==> src/rtl/rgb_stream_packer.sv <==
// Packs 24-bit RGB pixels (b,g,r byte order) into a 32-bit little-endian byte stream
// with end-of-line flush, start-of-frame realignment and a small output FIFO.
module rgb_stream_packer #(
  parameter int unsigned FIFO_DEPTH = 4
) (
  input  logic        aclk,
  input  logic        aresetn,
  input  logic [7:0]  r,
  input  logic [7:0]  g,
  input  logic [7:0]  b,
  input  logic        valid,
  input  logic        sof,
  input  logic        eol,
  output logic        in_stream_ready,
  output logic [31:0] out_stream_tdata,
  output logic [3:0]  out_stream_tkeep,
  output logic        out_stream_tlast,
  output logic        out_stream_tuser,
  output logic        out_stream_tvalid,
  input  logic        out_stream_tready
);

  localparam int unsigned AW = $clog2(FIFO_DEPTH);
  localparam int unsigned CW = AW + 2;

  typedef enum logic [1:0] {PH0, PH1, PH2, PH3} phase_t;

  typedef struct packed {
    logic        user;
    logic        last;
    logic [3:0]  keep;
    logic [31:0] data;
  } word_t;

  phase_t        r_phase, w_phase_nxt, w_eff;
  logic [23:0]   r_res, w_res_nxt;
  logic          r_user_pend, w_user_pend_nxt, w_user;
  logic          r_run;
  word_t         r_stg0, r_stg1, w_w0, w_w1;
  logic [1:0]    r_stg_cnt, w_n;
  word_t         r_mem [FIFO_DEPTH];
  word_t         w_head;
  logic [AW-1:0] r_wp, r_rp;
  logic [CW-1:0] r_cnt, w_occ;
  logic          w_accept, w_pop;
  logic [23:0]   w_pix;

  assign w_pix    = {r, g, b};
  // Staged words land in the FIFO next edge, so they count as occupancy now.
  assign w_occ    = r_cnt + CW'(r_stg_cnt);
  assign in_stream_ready   = r_run && (w_occ <= CW'(FIFO_DEPTH - 2));
  assign w_accept          = valid && in_stream_ready;
  assign out_stream_tvalid = (r_cnt != '0);
  assign w_pop             = out_stream_tvalid && out_stream_tready;

  always_comb begin
    w_phase_nxt     = r_phase;
    w_res_nxt       = r_res;
    w_user_pend_nxt = r_user_pend;
    w_w0            = '0;
    w_w1            = '0;
    w_n             = 2'd0;
    w_eff           = sof ? PH0 : r_phase;
    w_user          = sof | r_user_pend;
    if (w_accept) begin
      unique case (w_eff)
        PH0: begin
          w_res_nxt = w_pix;
          if (eol) begin
            w_w0.data   = {8'h00, w_pix};
            w_w0.keep   = 4'h7;
            w_w0.last   = 1'b1;
            w_n         = 2'd1;
            w_phase_nxt = PH0;
          end else begin
            w_phase_nxt = PH1;
          end
        end
        PH1: begin
          w_w0.data = {w_pix[7:0], r_res};
          w_w0.keep = 4'hF;
          w_n       = 2'd1;
          w_res_nxt = {8'h00, w_pix[23:8]};
          if (eol) begin
            w_w1.data   = {16'h0000, w_pix[23:8]};
            w_w1.keep   = 4'h3;
            w_w1.last   = 1'b1;
            w_n         = 2'd2;
            w_phase_nxt = PH0;
          end else begin
            w_phase_nxt = PH2;
          end
        end
        PH2: begin
          w_w0.data = {w_pix[15:0], r_res[15:0]};
          w_w0.keep = 4'hF;
          w_n       = 2'd1;
          w_res_nxt = {16'h0000, w_pix[23:16]};
          if (eol) begin
            w_w1.data   = {24'h000000, w_pix[23:16]};
            w_w1.keep   = 4'h1;
            w_w1.last   = 1'b1;
            w_n         = 2'd2;
            w_phase_nxt = PH0;
          end else begin
            w_phase_nxt = PH3;
          end
        end
        PH3: begin
          w_w0.data   = {w_pix, r_res[7:0]};
          w_w0.keep   = 4'hF;
          w_w0.last   = eol;
          w_n         = 2'd1;
          w_phase_nxt = PH0;
        end
      endcase
      w_w0.user       = w_user && (w_n != 2'd0);
      w_user_pend_nxt = w_user && (w_n == 2'd0);
    end
  end

  always_ff @(posedge aclk or negedge aresetn) begin
    if (!aresetn) begin
      r_phase     <= PH0;
      r_res       <= '0;
      r_user_pend <= 1'b0;
      r_run       <= 1'b0;
      r_stg_cnt   <= '0;
      r_stg0      <= '0;
      r_stg1      <= '0;
    end else begin
      r_phase     <= w_phase_nxt;
      r_res       <= w_res_nxt;
      r_user_pend <= w_user_pend_nxt;
      r_run       <= 1'b1;
      r_stg_cnt   <= w_n;
      r_stg0      <= w_w0;
      r_stg1      <= w_w1;
    end
  end

  always_ff @(posedge aclk or negedge aresetn) begin
    if (!aresetn) begin
      r_wp  <= '0;
      r_rp  <= '0;
      r_cnt <= '0;
    end else begin
      r_wp  <= r_wp + AW'(r_stg_cnt);
      r_rp  <= r_rp + AW'(w_pop);
      r_cnt <= r_cnt + CW'(r_stg_cnt) - CW'(w_pop);
    end
  end

  always_ff @(posedge aclk) begin
    if (r_stg_cnt != 2'd0) r_mem[r_wp] <= r_stg0;
    if (r_stg_cnt == 2'd2) r_mem[r_wp + AW'(1)] <= r_stg1;
  end

  assign w_head           = r_mem[r_rp];
  assign out_stream_tdata = out_stream_tvalid ? w_head.data : '0;
  assign out_stream_tkeep = out_stream_tvalid ? w_head.keep : '0;
  assign out_stream_tlast = out_stream_tvalid && w_head.last;
  assign out_stream_tuser = out_stream_tvalid && w_head.user;

endmodule

==> config.mk <==
export PLATFORM = sky130hd
export DESIGN_NAME = rgb_stream_packer
export DESIGN_NICKNAME = d
export VERILOG_FILES = /design/src/rtl/rgb_stream_packer.sv
export SDC_FILE = /design/constraint.sdc
export NUM_CORES = 1
export LEC_CHECK = 0
export ABC_CLOCK_PERIOD_IN_PS = 3950
export BUFFER_PORTS_ARGS = -buffer_cell sky130_fd_sc_hd__buf_4
export CAP_MARGIN = 20
export CORE_MARGIN = 4
export CORE_UTILIZATION = 55
export DETAILED_ROUTE_END_ITERATION = 7
export MAX_ROUTING_LAYER = met4
export PLACE_DENSITY = 0.83
export SLEW_MARGIN = 15
export SYNTH_ARGS = -nofsm -noshare
export SYNTH_HDL_FRONTEND = slang
export SYNTH_SLANG_ARGS = --single-unit
export TNS_END_PERCENT = 1
==> constraint.sdc <==
create_clock -name aclk -period 3.95 [get_ports aclk]
set_input_delay 0.395 -clock aclk [delete_from_list [all_inputs] [get_ports aclk]]
set_output_delay 0.395 -clock aclk [all_outputs]
set_load 0.005 [all_outputs]
* After elaboration in Yosys (flattened, before gate mapping) *
Memories as Yosys holds them, arrays and structs flattened.
Cells that the tools add are included.

word-level totals
  register bits = 113
  memory bits (writable) = 152
  input port bits = 30
  output and inout port bits = 40
  word-level logic and storage cells = 67
  memories = 1

cells by class
  add/subtract/negate cells = 5
  $lt $le $gt $ge = 1
  equal/unequal tests = 4
  mux-type cells = 25
  bitwise logic cells = 1
  reductions and logical operators = 15

memories
  memory  depth  width  rd ports  clocked after Yosys merged registers in  wr ports  line  text
  r_mem   4      38     1         0                                        2         41    word_t r_mem [FIFO_DEPTH];

operator list
  cell                                                                               number
  37-bit 2-to-1 mux                                                                  4
  36-bit case mux with 4 select lines                                                1
  37-bit case mux with 2 select lines                                                1
  24-bit case mux with 3 select lines                                                1
  38-bit 2-to-1 mux                                                                  1
  32-bit 2-to-1 mux                                                                  1
  2-bit 2-to-1 mux                                                                   6
  2-bit case mux with 4 select lines                                                 1
  1-bit logical AND                                                                  7
  2-bit equality test (second input constant)                                        3
  1-bit 2-to-1 mux                                                                   6
  2-bit case mux with 3 select lines                                                 1
  4-bit by 2-bit adder with 4-bit output                                             1
  4-bit by 2-bit less-or-equal comparator with 1-bit output (second input constant)  1
  2-bit zero test                                                                    2
  4-bit 2-to-1 mux                                                                   1
  2-bit nonzero test                                                                 2
  4-bit nonzero test                                                                 1
  4-bit by 1-bit subtractor with 4-bit output                                        1
  3-bit nonzero test                                                                 1
  2-bit by 1-bit adder with 2-bit output                                             1
  2-bit by 1-bit adder with 2-bit output (second input constant)                     1
  2-bit adder                                                                        1
  2-bit by 1-bit equality test with 1-bit output (second input constant)             1
  4 further kinds                                                                    4

* Logic depth before layout (Yosys ltp) *
  depth in word-level cells = 8
  mapped depth = 9
  depth with buffers taken out = 7

* Worst setup path after synthesis *
No wires, ideal clock.

  path type = register to register
  start = reg r_stg_cnt[0]
  end = mem r_mem[3][0] (netlist bit) (enable)
  setup time = 0.446 ns
  arrival = 2.530 ns
  required time = 3.504 ns
  path slack = 0.974 ns
  stages on the path, launching flop included = 4
  path buffers = 1
  period minus slack after synthesis = 2.976 ns
  cells stage by stage = dfrtp_1 > nand2b_1 > clkbuf_1 > o22ai_1

RTL lines
  what                    line  text
  start, declared         40    logic [1:0] r_stg_cnt, w_n;
  start signal, assigned  136   r_stg_cnt <= w_n;
  end, declared           41

* Final worst setup path *
  start = reg r_rp[0]
  end = out out_stream_tdata[15]

between the ends
  word-level cells in the longest chain between the ends = 2

RTL lines
  what                    line  text
  start, declared         43    logic [AW-1:0] r_wp, r_rp;
  start signal, assigned  149   r_rp <= r_rp + AW'(w_pop);
  memory 4 x 38 bit       --
  32-bit 2-to-1 mux       160   assign out_stream_tdata = out_stream_tvalid ? w_head.data : '0;
  end, declared           15    output logic [31:0] out_stream_tdata,

No other way between the ends.

==> metrics.md <==
| Metric | Value |
|---|---|
| Outcome | `finished, final reports clean` |
| Setup TNS | `0 ns` |
| First-pass GRT wire length | `41300 um` |
| Synth Register Bits | `244` |
| Peak supply drop | `~0.00037 V` |
| Commonest register cell after synthesis | `edfxtp_1` |
| Root Buffer | `clkbuf_16` |
| Port Buf Inserts | `about 70` |
| CTS tree | `yes` |
| Most area-hungry cell type in the Yosys netlist | `edfxtp_1` |
| Worst Hold Class | `input pin to flip-flop` |
| Fin crit period | `around 2.9 ns` |
| CP arrival | `2.48 ns` |
| Register area | `between 0.006 and 0.007 mm^2` |
| Final GP Congestion | `around 0.94` |
| Clk buf depth | `3` |
| Power Dens Cells | `602 mW/mm^2` |
| Chip width | `151 um` |
| RSZ-0062 raised after global routing | `no` |
| Vias in the first global route | `roughly 7200` |
| Yosys warnings | `0` |
| H-tree levels | `1` |
| Post-Synthesis Cells | `around 810` |
| Initial DRC Count | `between 800 and 900` |
| ANT nets after route | `0` |
| Startpoint types | `flip-flop` |
| Post-placement setup slack | `about 1.3 ns` |
| Post-synth EDFFs | `about 150` |
| Clk pwr share | `30.7%` |
| Combinational power share | `between 20% and 30%` |
| Initial antenna violation count | `1` |
| Fraction of layout cells with a size suffix above 1 | `23.8%` |
| Post-synth cell types | `60` |
| Post-synth top area share | `between 30% and 40%` |
| CP Data Required Time | `between 3 and 4 ns` |
| Post-synthesis sequential area ratio | `~60%` |
| Tightest Pin Transition | `1.10 ns` |
| Die height | `around 150 um` |
| Leak | `~5.2 nW` |
| Register share of total power | `about two fifths` |
| Hold Violations, Final | `0` |
| Ys async rst share | `37.7%` |
| Worst-skew pair later-pin latency | `approximately 0.5 ns` |
| CTS sink count | `between 200 and 250` |
| Residual DRC | `0` |
| Wire per inst | `~23 um` |
| Final-report max-slew violation count | `0` |
| GRT overflow | `0` |
| Vias per cell | `roughly 6.3` |
| Pint | `approximately 0.0056 W` |
| Avg Cell Area, Syn | `around 14 um^2` |
| IO Count | `70` |
| Maximum clock rate | `348 MHz` |
| Layout fillers | `about 1400` |
| Vias | `approximately 7300` |
| Area Overhead vs Synth | `14.1%` |
| Netlist Area Pre-Place | `0.0113 mm^2` |
| Largest cells by area after synthesis | `edfxtp_1 39%, dfrtp_1 20%, mux4_2 7.6%` |
| Switching power | `about 0.0022 W` |
| Syn_nets | `approximately 860` |
| Multi-input gate area | `between 0.004 and 0.005 mm^2` |
| Final Routed Wirelength | `~27000 um` |
| Setup crit end kind | `primary output` |
| Layout Nets | `approximately 900` |
| Setup violators final | `0` |
| Area of the core | `a little over 0.02 mm^2` |
| Largest net degree at the start of global routing | `a little over 60` |
| Worst slew margin | `between 20% and 30%` |
| Initial core utilization | `about 56%` |
| Clock skew | `roughly 0.0093 ns` |
| Critical setup path kind | `flip-flop to primary output` |
| Overall global routing resource usage | `about a quarter` |
| CTS buffer count | `24` |
| Maxcap violations | `0` |
| Period utilization | `between 70% and 80%` |
| Clock-pin transition on the worst setup and hold timing paths | `0.07 ns` |
| Die area | `about 0.023 mm^2` |
| DP Wirelength | `16600 um` |
| Critical Path Fanout Max | `17` |
| Sw Share | `28.5%` |
| Final setup margin | `1.07 ns` |
| Row count | `52` |
| First-pass detailed-route iteration total | `6` |
power groups by stage:
stage | registers, W | clock network (W) | logic [W]
global placement | 0.00320 | 0 | 0.00221
floorplan | 0.00309 | 0 | 0.00153
detailed placement | 0.00322 | 0 | 0.00224
global route | 0.00320 | 0.00253 | 0.00242
finish | 0.00317 | 0.00239 | 0.00222
CTS | 0.00317 | 0.00240 | 0.00225
timing repair:
action,CTS,global route
gates resized for setup,0,0
setup endpoints to repair,0,0
endpoints found under the hold margin,39,0
hold buffers,1,0
buffers inserted,0,0
final cells by class:
class | count | area share [%]
sequential | 244 | 52.9
clock buffer | 32 | 5.37
multi-input combinational | 476 | 32.0
timing repair buffer | 86 | 5.11
antenna | 1 | 0.0194
tap | 270 | 2.62
inverter | 30 | 0.872
clock inverter | 12 | 1.12
kinds of logic (layout without fill, tap and decap cells):
| group | count (synthesis) | after routing | synth area share (%) |
|---|---|---|---|
| buf+inv | 93 | 160 | 3.68 |
| other cells | 1 | 2 | 0.0331 |
| xor+xnor | 6 | 6 | 0.530 |
| mux | 56 | 56 | 9.68 |
| simple gates | 222 | 222 | 11.3 |
| compound gates | 179 | 179 | 13.1 |
| fa+ha+maj | 12 | 12 | 1.39 |
| flops | 244 | 244 | 60.3 |
cell usage in the layout (no fill, tap or decap), types with 5 or more instances in the layout:
master     synthesis  layout
nor3_1            19      18
nand2_1            5       5
inv_1             28      28
mux2_2             8       8
buf_4              2      84
a21o_1             8       8
a222oi_1          16      16
mux4_2            38      38
a21oi_1            9       9
a22o_1            68      68
a31oi_1            8       8
a221o_1            8       8
a22oi_1           16      16
o21ai_0           20      20
dfrtp_1           92      91
o211a_1            8       8
nand3_1            9       9
ha_1              11      11
mux2_4            10      10
nor2_1            52      50
edfxtp_1         148     148
nor2b_1           40      40
and2_1            73      73
clkbuf_16          0      26
nand2b_1           6       6
per-stage QoR:
stage	instances	utilization [%]	hold slack (ns)	cell area (um^2)	total power, W
2_1_floorplan	813	-	0.0994	11300	0.00461
3_3_place_gp	1105	59.6	0.451	12100	0.00541
3_5_place_dp	1105	59.6	0.462	12100	0.00546
4_1_cts	1150	63.8	0.167	12900	0.00782
5_1_grt	1151	63.8	0.174	12900	0.00814
6_report	1151	63.8	0.181	12900	0.00778
synth_stat cells, types with 2 or more instances:
master    instances
nor2_2            3
mux4_2           38
o211a_1           8
buf_2            17
buf_4             2
nor2b_1          40
edfxtp_1        148
o22ai_1           2
nand2_1           5
nand2b_1          6
ha_1             11
a222oi_1         16
and2_1           73
buf_6             3
mux2_2            8
dfxtp_1           4
xnor2_1           4
nor2_1           52
mux2_4           10
o41ai_1           4
a22o_1           68
a31oi_1           8
and3_2            2
o21ai_0          20
buf_1             3
or2_2             3
o41ai_2           4
a22oi_1          16
a21oi_1           9
clkinv_1          2
dfrtp_1          92
inv_1            28
a221o_1           8
nor3_1           19
nand3_1           9
a21o_1            8
clkbuf_1         37
routing by layer:
layer	track usage (%)	wire length (um)	vias to the layer above
met5	-	0	-
met3	5.32	2770	50
met1	33.0	10400	3608
li1	-	-	3194
met4	6.57	601	0
met2	37.2	12700	424
flip-flops by register name, indices dropped and copies added, names as in the netlist:
name and cells:
r_user_pend 1, r_wp 2, r_cnt 4, r_stg1 18
r_phase 2, r_mem 152, r_stg0 36, r_stg_cnt 2
r_rp 2, r_run 1, r_res 24
final timing paths:
| path | from | depth (start not counted) | to | slack, ns |
|---|---|---|---|---|
| max | r_rp[0] | 4 | out_stream_tdata[15] | 1.07 |
| min | g[4] | 2 | r_stg0[12] | 0.18 |
| max reg2reg | r_stg_cnt[0] | 6 | r_stg0[37] | 1.25 |
| min reg2reg | r_mem[2][37] | 2 | r_mem[2][37] | 0.47 |
| max in group asynchronous | aresetn | 3 | r_stg0[9] | 2.52 |
| min in group asynchronous | aresetn | 2 | r_res[13] | 0.50 |
worst max-delay path: stages (launching register included):
cell and delay [ns]:
dfrtp_2 0.73, buf_4 0.37, mux4_2 0.57, nor2b_1 0.15, buf_4 0.15
No activity file was read; power rests on OpenSTA's default activity.
